File: src/rtl/fpumac_col_sched.sv
// fpumac_col_sched
//   Column scheduler for the FPUMAC 3x3 convolution datapath. A job is
//   started with a config handshake that latches the filter and the strip
//   length. Columns then arrive on a valid/ready stream and are shifted into
//   a three-column window that feeds FPUMAC directly. FPUMAC registers the
//   window one edge later, and its result is returned downstream with
//   valid/ready backpressure and a last-result marker.
//
// Ports
//   clk            rising-edge clock
//   rst_n          synchronous reset, active HIGH despite the name
//   cfg_valid/cfg_ready/cfg_cols/cfg_filter   job start (cfg_cols >= 3)
//   in_valid/in_ready/in_col                  column stream, 8 bits per pixel
//   mac_col0..2    window to FPUMAC, col0 is the oldest column
//   mac_filter     latched filter, tap k at [8k+7:8k]
//   mac_result     FPUMAC result pixels
//   out_valid/out_ready/out_pixels/out_last   result stream
//   done           one-cycle pulse after the final result handshake
//
// state | meaning
// IDLE  | waiting for a legal config request
// FILL  | loading the first two columns of the window
// RUN   | one result per accepted column, waits for downstream acceptance
// DONE  | pulses done, then returns to IDLE
module fpumac_col_sched #(
    parameter int COL_WIDTH = 10,
    parameter int MAX_COLS  = 1024,
    parameter int CW        = $clog2(MAX_COLS + 1)
) (
    input  logic                       clk,
    input  logic                       rst_n,
    input  logic                       cfg_valid,
    output logic                       cfg_ready,
    input  logic [CW-1:0]              cfg_cols,
    input  logic [71:0]                cfg_filter,
    input  logic                       in_valid,
    output logic                       in_ready,
    input  logic [COL_WIDTH*8-1:0]     in_col,
    output logic [COL_WIDTH*8-1:0]     mac_col0,
    output logic [COL_WIDTH*8-1:0]     mac_col1,
    output logic [COL_WIDTH*8-1:0]     mac_col2,
    output logic [71:0]                mac_filter,
    input  logic [(COL_WIDTH-2)*8-1:0] mac_result,
    output logic                       out_valid,
    input  logic                       out_ready,
    output logic [(COL_WIDTH-2)*8-1:0] out_pixels,
    output logic                       out_last,
    output logic                       done
);

    localparam int PW = COL_WIDTH * 8;

    typedef enum logic [1:0] {
        S_IDLE = 2'd0,
        S_FILL = 2'd1,
        S_RUN  = 2'd2,
        S_DONE = 2'd3
    } state_t;

    state_t        state_q;
    logic [PW-1:0] col0_q, col1_q, col2_q;
    logic [71:0]   filter_q;
    logic [CW-1:0] total_q, accepted_q, issued_q;
    logic          issue_pend_q, out_valid_q, done_q;

    logic in_ready_d, col_acc, out_hs, last_d;

    always_comb begin
        in_ready_d = 1'b0;
        case (state_q)
            S_FILL:  in_ready_d = 1'b1;
            // A new column is taken only when the window is free to move:
            // no result in flight and no unacknowledged result on the output.
            S_RUN:   in_ready_d = !issue_pend_q && (!out_valid_q || out_ready)
                                  && (accepted_q < total_q);
            default: in_ready_d = 1'b0;
        endcase
    end

    assign col_acc = in_valid && in_ready_d;
    assign out_hs  = out_valid_q && out_ready;
    // issued_q counts results already raised on out_valid, so the current
    // one is the last when it equals total-2.
    assign last_d  = out_valid_q && (issued_q == total_q - CW'(2));

    always_ff @(posedge clk) begin
        if (rst_n) begin
            state_q      <= S_IDLE;
            col0_q       <= '0;
            col1_q       <= '0;
            col2_q       <= '0;
            filter_q     <= '0;
            total_q      <= '0;
            accepted_q   <= '0;
            issued_q     <= '0;
            issue_pend_q <= 1'b0;
            out_valid_q  <= 1'b0;
            done_q       <= 1'b0;
        end else begin
            done_q <= 1'b0;
            if (col_acc) begin
                col0_q     <= col1_q;
                col1_q     <= col2_q;
                col2_q     <= in_col;
                accepted_q <= accepted_q + CW'(1);
            end
            case (state_q)
                S_IDLE: begin
                    if (cfg_valid && (cfg_cols >= CW'(3))) begin
                        filter_q     <= cfg_filter;
                        total_q      <= cfg_cols;
                        accepted_q   <= '0;
                        issued_q     <= '0;
                        issue_pend_q <= 1'b0;
                        out_valid_q  <= 1'b0;
                        state_q      <= S_FILL;
                    end
                end
                S_FILL: begin
                    if (col_acc && (accepted_q == CW'(1))) begin
                        state_q <= S_RUN;
                    end
                end
                S_RUN: begin
                    if (out_hs) begin
                        out_valid_q <= 1'b0;
                        if (last_d) begin
                            state_q <= S_DONE;
                            done_q  <= 1'b1;
                        end
                    end
                    // FPUMAC captures the window on this edge, so its result
                    // is present on mac_result from here on.
                    if (issue_pend_q) begin
                        out_valid_q  <= 1'b1;
                        issue_pend_q <= 1'b0;
                        issued_q     <= issued_q + CW'(1);
                    end
                    if (col_acc) begin
                        issue_pend_q <= 1'b1;
                    end
                end
                S_DONE: begin
                    state_q <= S_IDLE;
                end
                default: state_q <= S_IDLE;
            endcase
        end
    end

    assign cfg_ready  = (state_q == S_IDLE);
    assign in_ready   = in_ready_d;
    assign mac_col0   = col0_q;
    assign mac_col1   = col1_q;
    assign mac_col2   = col2_q;
    assign mac_filter = filter_q;
    assign out_valid  = out_valid_q;
    assign out_pixels = mac_result;
    assign out_last   = last_d;
    assign done       = done_q;

endmodule

File: config.mk
export PLATFORM = sky130hd
export DESIGN_NAME = fpumac_col_sched
export DESIGN_NICKNAME = d
export VERILOG_FILES = /design/src/rtl/fpumac_col_sched.sv
export SDC_FILE = /design/constraint.sdc
export NUM_CORES = 1
export LEC_CHECK = 0
export ABC_CLOCK_PERIOD_IN_PS = 3450
export CELL_PAD_IN_SITES_DETAIL_PLACEMENT = 1
export CELL_PAD_IN_SITES_GLOBAL_PLACEMENT = 1
export CORE_AREA = 2 2 236 238
export CTS_BUF_LIST = sky130_fd_sc_hd__clkbuf_2 sky130_fd_sc_hd__clkbuf_4 sky130_fd_sc_hd__clkbuf_8
export DETAILED_ROUTE_END_ITERATION = 8
export DIE_AREA = 0 0 238 240
export PLACE_DENSITY = 0.81
export SYNTH_ARGS = -nofsm -noshare
export SYNTH_HDL_FRONTEND = slang
export SYNTH_SLANG_ARGS = --single-unit
export TNS_END_PERCENT = 1
File: constraint.sdc
create_clock -name clk -period 3.45 [get_ports clk]
set_clock_uncertainty 0.05 [all_clocks]
set_input_delay 0.69 -clock clk [delete_from_list [all_inputs] [get_ports clk]]
set_output_delay 0.69 -clock clk [all_outputs]
set_load 0.05 [all_outputs]
Yosys cells after proc, flatten, opt, wreduce, memory -nomap -nowiden
Cells that the tools add are included.
Word-level totals
  bits in registers: 350
  input port bits: 232
  output and inout port bits: 381
Cells by class
  add/sub/neg operators: 3
  $lt $le $gt $ge: 2
  equal/unequal tests: 11
  multiplexer cells: 19
  bitwise operators: 2
  reductions and logical operators: 18
Operators by type and width (count)
  11-bit 2-to-1 mux: 5
  11-bit by 1-bit adder with 11-bit output, second input constant: 2
  11-bit one-hot mux with 2 select lines: 1
  11-bit by 1-bit equality test with 1-bit output, second input constant: 1
  11-bit equality test: 1
  11-bit by 2-bit >= comparator with 1-bit output, second input constant: 1
  11-bit < comparator: 1
  11-bit by 2-bit subtractor with 11-bit output, second input constant: 1
  2-bit 2-to-1 mux: 4
  2-bit inequality test, second input constant: 4
  2-bit one-hot mux with 4 select lines: 1
  1-bit logical AND: 7
  1-bit one-hot mux with 2 select lines: 3
  3-bit AND reduction: 2
  1-bit 2-to-1 mux: 5
  2-bit equality test, second input constant: 2
  2-bit AND reduction: 2
  4-bit AND reduction: 1
  3-bit inequality test, second input constant: 1
  3-bit OR reduction: 1
  2-bit by 1-bit equality test with 1-bit output, second input constant: 1
  1-bit zero test: 2
  2-bit zero test: 1
  2-bit by 1-bit inequality test with 1-bit output, second input constant: 1
  other kinds (3): 4

Depth between registers and ports, before layout
Gate-level depths: netlist (run 1).
  word-level depth: 9
  gate-level depth with buffers: 12

Worst setup path after synthesis (run 1)
OpenSTA, ideal clock, no wires.
  kind: register -> output
  from: register total_q[6]
  to: output port in_ready
  data arrival time: 2.010 ns
  path slack: 0.700 ns
  cell stages (with the launch flop): 8
  cells stage by stage: dfxtp_1 inv_1 ha_1 a21oi_1 or2_0 a41oi_1 nand2b_1 a21oi_1
Between the ends
  word-level cells in the longest chain between the ends: 3
RTL lines
  start, declared: RTL line 63  | logic [CW-1:0] total_q, accepted_q, issued_q;
  start signal, assigned: RTL line 111  | total_q <= cfg_cols;
  11-bit < comparator: RTL line 75  | && (accepted_q < total_q);
  1-bit logical AND: RTL line 75
  1-bit one-hot mux with 2 select lines: RTL line 70  | case (state_q)
  end, declared: RTL line 37  | output logic in_ready,
Every way passes these cells.

Worst setup path in the final report (run 1)
  from: register total_q[1]
  to: output port out_last
Between the ends
  word-level cells in the longest chain between the ends: 3
RTL lines
  11-bit by 2-bit subtractor with 11-bit output: RTL line 84  | assign last_d = out_valid_q && (issued_q == total_q - CW'(2));
  11-bit equality test: RTL line 84
  1-bit logical AND: RTL line 84
  end, declared: RTL line 47  | output logic out_last,
Every way passes these cells.

==> flow_metrics.tcl, run 1 <==
set metrics [dict create \
    clock_tree.root_cell "clkbuf_8" \
    power.switching_mw 4.52 \
    routed.top_layer "met5" \
    hpwlAfterDp_mm 37.4 \
    dr_wl_met2_mm 25.3 \
    portion_of_the_post_synthesis_area_used_by_sequential_elements_pct 51.4 \
    cp_max_fo 6 \
    power_leakage_nw 6.87 \
    synth_top_area_share_pct 51.4 \
    multi_input_area_um2 5560 \
    ys_dominant_reg_cell "dfxtp_1" \
    share_clk_of_total_power_pct 35.0 \
    sequential_cell_area_um2 7010 \
    hold_viol_final 0 \
    power.internal_mw 8.04 \
    fp.dieArea_um2 57100 \
    cts_num_sinks 350 \
    max_slew.worst_pin.slew_ns 0.794 \
    synth_area_per_cell_um2 7.91 \
    final_cell_count_no_fill 2869 \
    cp-end-kind "primary output" \
    synth_cell_types 59 \
    synth_top_cells_by_area "dfxtp_1 (51%), nand2_1 (18%), a21oi_1 (12%)" \
    p_comb_share_pct 28.5 \
    post-route-min-period_ns 3.26 \
    yosys.cell_count.top_type "nand2_1" \
    hold_class "input port to register" \
    synth_largest_area_cell "dfxtp_1" \
    fp.dieW_um 238 \
    cts_tree "yes" \
    synth-edff-count 0 \
    cts_buffers 67 \
    cts_max_level 3 \
    unrepaired_setup_endpoints_after_global_routing "no" \
    syn-cell-area_um2 13600 \
    grt-ovfl-total 0 \
    report.final.setup_viol 0 \
    avgViaCountPerCell 4.59 \
    cts_max_path_buffers 3 \
    number_of_antenna_violations_at_the_first_check_in_global_routing 5 \
    critical_path.startpoint_type "register" \
    fin_setup_tns_ns 0 \
    timing.final.max_slew_violations 0 \
    grt_usage_pct 17.4 \
    dr.pass1.iters 5 \
    slew_headroom_pct 47.0 \
    clock_insertion_delay_worst_skew_ns 0.62 \
    met3RoutedLength_mm 2.82 \
    pwr-share-seq_pct 36.5 \
    fp.dieH_um 240 \
    wire_per_inst_um 18.2 \
    io_buffers 484 \
    syn_nets 1974 \
    post_synth_inst_count 1725 \
    data_required_time_at_the_worst_endpoint_ns 2.71 \
    yosys_warnings 0 \
    core_region_area_um2 54700 \
    power.density_nw_per_um2 625 \
    drt-met1-wl_mm 21.7 \
    first_iter_violations 707 \
    post-place-cells 2749 \
    postSynth.asyncResetShare_pct 0 \
    worst_setup_path_class "register to primary output" \
    critical_path_at_ns 2.52 \
    cts_hold_buffers 0 \
    grt_first_pass_wirelength_mm 78.3 \
    detail_route.wirelength_mm 52.2 \
    globalplace.congestion 0.845 \
    yosys_register_bits 350 \
    power.ir.vdd_worst_v 0.000430 \
    status "completed" \
    yosys-top-cells-count "nand2_1 (662), dfxtp_1 (350), a21oi_1 (335), buf_4 (68), clkbuf_1 (56)" \
    area_growth_syn_to_layout_pct 47.4 \
    io-pin-count 613 \
    drive_above_1_share_pct 7.32 \
    grt_start_max_net_pins 146 \
    finalCritPeriodShare_pct 94.6 \
    rows 86 \
    nFillCells 6504 \
    finish.net_count 2365 \
    cap_viol_max_count 0 \
    clk_pin_slew_ns 0.05 \
    initial_core_util_pct 25.0 \
    max_clock_freq_mhz 306 \
    grt_pass1_vias 13790 \
    power.share.switching_pct 36.0 \
    route.antenna.remaining_nets 0 \
    num_vias 13168 \
    drc 0 \
]
==> routing by layer <==
metal  vias to the layer above  global-route usage, %
met2                       367                   28.7
met5                         -                      0
met3                       140                   4.85
met4                         2                   9.32
met1                      6314                   20.6
li1                       6345                      -
==> layout by cell type, fill, tap and decap left out, types with 3 or more instances in the layout <==
| cell | n |
|---|---|
| or4_1 | 3 |
| nand3_1 | 9 |
| nor4_1 | 3 |
| and3_1 | 5 |
| o211ai_1 | 5 |
| clkinv_2 | 6 |
| mux2i_1 | 3 |
| nor3_1 | 5 |
| nor2_1 | 24 |
| xnor2_1 | 11 |
| a31oi_1 | 5 |
| o21ai_0 | 8 |
| clkbuf_4 | 14 |
| nand4_1 | 9 |
| a21oi_1 | 335 |
| nand2_1 | 662 |
| buf_12 | 13 |
| or3_1 | 6 |
| nand2b_1 | 7 |
| nor2b_1 | 3 |
| diode_2 | 6 |
| inv_1 | 17 |
| clkdlybuf4s50_1 | 481 |
| dfxtp_1 | 348 |
| clkbuf_8 | 86 |
| xor2_1 | 11 |
| ha_1 | 16 |
| buf_4 | 10 |
==> flip-flops by register name, summed over array words and instances (netlist names) <==
| name | cells |
|---|---|
| accepted_q | 11 |
| done | 1 |
| issue_pend_q | 1 |
| issued_q | 11 |
| mac_col0 | 80 |
| mac_col1 | 80 |
| mac_col2 | 80 |
| mac_filter | 72 |
| out_valid | 1 |
| state_q | 2 |
| total_q | 11 |
==> metrics by stage <==
| stage | setup WS, ns | util (%) | instance area, µm² | hold slack [ns] | total power [mW] |
|---|---|---|---|---|---|
| floorplan | 0.700 | - | 13600 | 0.411 | 7.11 |
| global placement | 0.548 | 34.1 | 18600 | 0.391 | 8.11 |
| detailed placement | 0.481 | 34.1 | 18600 | 0.397 | 8.21 |
| CTS | 0.0416 | 36.7 | 20100 | 0.321 | 12.7 |
| global route | 0.0236 | 36.8 | 20100 | 0.362 | 13.2 |
| finish | 0.186 | 36.8 | 20100 | 0.390 | 12.6 |
==> logic make-up after synthesis <==
| logic type | share of synthesized area (%) |
|---|---|
| AO/OA/AOI/OAI | 15.0 |
| XOR/XNOR | 1.41 |
| adder cells (fa/ha/maj) | 1.56 |
| buffers and inverters | 8.00 |
| flip-flops | 51.4 |
| multiplexers | 0.303 |
| AND/OR/NAND/NOR | 22.3 |
==> critical path, stage by stage (launching register included) <==
cell and delay (ns):
dfxtp_1 0.31, buf_4 0.16, or4_1 0.54, nor4_2 0.25, a211oi_1 0.08, o21ai_1 0.14, and3_2 0.23, buf_4 0.20
==> path summary, 6_finish.rpt <==
check	from	to	slack, ns	depth (start not counted)
worst max-delay path	total_q[1]$_SDFFE_PP0P_	out_last	0.19	7
worst min-delay path	rst_n	issued_q[0]$_SDFFE_PP0P_	0.39	2
worst max register to register	total_q[8]$_SDFFE_PP0P_	mac_col2[71]$_SDFFE_PP0P_	0.53	10
worst min register to register	mac_col0[1]$_SDFFE_PP0P_	mac_col0[1]$_SDFFE_PP0P_	0.40	2
==> area by class of cell <==
class                           instances  share of cell area [%]
Antenna cell                            6                  0.0747
Timing Repair Buffer                  505                    25.7
Tap cell                              704                    4.38
Sequential cell                       350                    34.9
Clock buffer                          100                    6.41
Multi-Input combinational cell       1175                    27.6
Clock inverter                         12                   0.622
Inverter                               17                   0.317
==> repair_timing <==
action	in CTS	in global routing
buffers inserted	0	2
endpoints found under the setup margin	1	2
pin swaps	0	1
resized for setup	2	2
==> power by group through the flow <==
| stage | clock network [mW] | logic [mW] | registers [mW] |
|---|---|---|---|
| floorplan | 0 | 1.61 | 5.50 |
| global placement | 0 | 3.47 | 4.64 |
| detailed placement | 0 | 3.55 | 4.66 |
| CTS | 4.57 | 3.58 | 4.58 |
| global route | 4.76 | 3.81 | 4.62 |
| finish | 4.40 | 3.58 | 4.58 |
No activity file was read; power rests on OpenSTA's default activity.
==> run 2, diff against run 1 <==
--- a/constraint.sdc
+++ b/constraint.sdc
@@ -3,3 +3,3 @@
 set_input_delay 0.69 -clock clk [delete_from_list [all_inputs] [get_ports clk]]
 set_output_delay 0.69 -clock clk [all_outputs]
-set_load 0.05 [all_outputs]
+set_load 0.1 [all_outputs]
==> flow_metrics.tcl, run 2 (synthesized netlist as in run 1, its figures left out) <==
set metrics [dict create \
    status "completed" \
    grt_pass1_vias 13635 \
    grt_use_met2_pct 29.1 \
    max_clock_freq_mhz 300 \
    cp-end-kind "primary output" \
    post-route-min-period_ns 3.34 \
    fin_ws_ns 0.114 \
    first_iter_violations 619 \
    power_leakage_nw 7.39 \
    power.switching_mw 5.49 \
    number_of_antenna_violations_at_the_first_check_in_global_routing 3 \
    placement.setup.worst_slack_ns 0.511 \
    grt_usage_pct 17.0 \
    io-pin-count 613 \
    hold_class "register to register" \
    fin_setup_tns_ns 0 \
    worst_setup_path_class "register to primary output" \
    area_growth_syn_to_layout_pct 43.3 \
    critical_path.startpoint_type "register" \
    power.internal_mw 7.79 \
    drive_above_1_share_pct 19.1 \
    grt.busiest_layer "met2" \
    cts_tree "yes" \
    route.antenna.remaining_nets 0 \
    critical_path_at_ns 2.60 \
    fp.dieW_um 238 \
    leading_cell_type_in_the_layout_fill_and_taps_excluded "nand2_1" \
    grt-ovfl-total 0 \
    grt_first_pass_wirelength_mm 77.2 \
    layout.core_utilization_pct 35.7 \
    cts_buffers 61 \
    finalCritPeriodShare_pct 96.7 \
    report.final.setup_viol 0 \
    final_hold_slack_ns 0.406 \
    fp.dieH_um 240 \
    power.density_nw_per_um2 680 \
    clock_tree.root_cell "clkbuf_8" \
    core_region_area_um2 54700 \
    clk_pin_slew_ns 0.06 \
    globalplace.congestion 0.850 \
    fin_total_pwr_mw 13.3 \
    num_vias 13273 \
    cp_max_fo 7 \
    pwr-share-seq_pct 34.6 \
    post-place-cells 2759 \
    clock_insertion_delay_worst_skew_ns 0.66 \
    rows 86 \
    timing.final.max_slew_violations 0 \
    cts_max_path_buffers 3 \
    power.ir.vdd_worst_v 0.000341 \
    fin_area_um2 19500 \
    use_met1_pct 20.5 \
    drc 0 \
    hpwlAfterDp_mm 37.6 \
    fp.dieArea_um2 57100 \
    io_buffers 484 \
    cap_viol_max_count 0 \
    data_required_time_at_the_worst_endpoint_ns 2.71 \
    max_slew.worst_pin.slew_ns 1.02 \
    cts_num_sinks 350 \
    final_cell_count_no_fill 2872 \
    grt_start_max_net_pins 104 \
    most-common-layout-cells "nand2_1 (662), dfxtp_1 (346), a21oi_1 (334), buf_4 (263), clkdlybuf4s50_1 (234)" \
    p_comb_share_pct 34.4 \
    finish.net_count 2369 \
    avgViaCountPerCell 4.62 \
    hold_viol_final 0 \
    initial_core_util_pct 25.0 \
    detail_route.wirelength_mm 51.5 \
    groute.layer.met3.usage_pct 3.52 \
    power.share.switching_pct 41.3 \
    detailed_place.area_um2 18200 \
    share_clk_of_total_power_pct 31.0 \
    wire_per_inst_um 17.9 \
    dr.pass1.iters 5 \
    cts_max_level 2 \
    slew_headroom_pct 32.1 \
]
run 2: cell types whose count changed in the layout (fill, tap and decap cells not counted), moves of 2 or more:
cell	before	now
buf_12	13	17
buf_4	10	263
clkbuf_4	14	12
clkbuf_8	86	79
clkdlybuf4s50_1	481	234
clkinv_2	6	10
clkinvlp_4	2	0
dfxtp_1	348	346
dfxtp_4	0	2
run 2: worst paths after layout:
path                             start                   endpoint  slack (ns)  depth (start not counted)
min          mac_col0[26]$_SDFFE_PP0P_  mac_col0[26]$_SDFFE_PP0P_        0.41                          2
max reg2reg    total_q[7]$_SDFFE_PP0P_  mac_col0[14]$_SDFFE_PP0P_        0.62                         11
max            total_q[4]$_SDFFE_PP0P_                   out_last        0.11                          6
min reg2reg  mac_col0[26]$_SDFFE_PP0P_  mac_col0[26]$_SDFFE_PP0P_        0.41                          2
run 2: power groups by stage:
stage / Clock, mW / Combinational, mW / Sequential [mW]
2_1_floorplan: 0 / 1.82 / 6.47
3_3_place_gp: 0 / 4.46 / 4.65
3_5_place_dp: 0 / 4.55 / 4.68
4_1_cts: 4.26 / 4.57 / 4.59
5_1_grt: 4.44 / 4.79 / 4.63
6_report: 4.12 / 4.57 / 4.60
run 2: cell type report:
class                           count  area [µm²]
Tap cell                          704         881
Fill cell                        6550       35100
Inverter                           17        63.8
Timing Repair Buffer              515        4670
Antenna cell                        5        12.5
Clock buffer                       91        1180
Clock inverter                     15         146
Sequential cell                   350        7020
Multi-Input combinational cell   1175        5570
run 2: critical path, cell delays in order (launching register included):
cell	delay [ns]
dfxtp_1	0.56
xor2_1	0.25
xnor2_1	0.14
nand4_1	0.17
a2111oi_4	0.40
and3_4	0.25
buf_12	0.17
run 2: timing repair:
action	4_1_cts	5_1_grt
pin swaps	1	4
endpoints found under the setup margin	1	2
setup buffers	0	2
gates resized for setup	5	7
hold buffers	0	0
run 2: routing by layer:
metal	routed length (µm)	up-vias
li1	-	6354
met1	21300	6395
met2	25300	383
met3	2680	141
met4	2180	0
met5	0	-
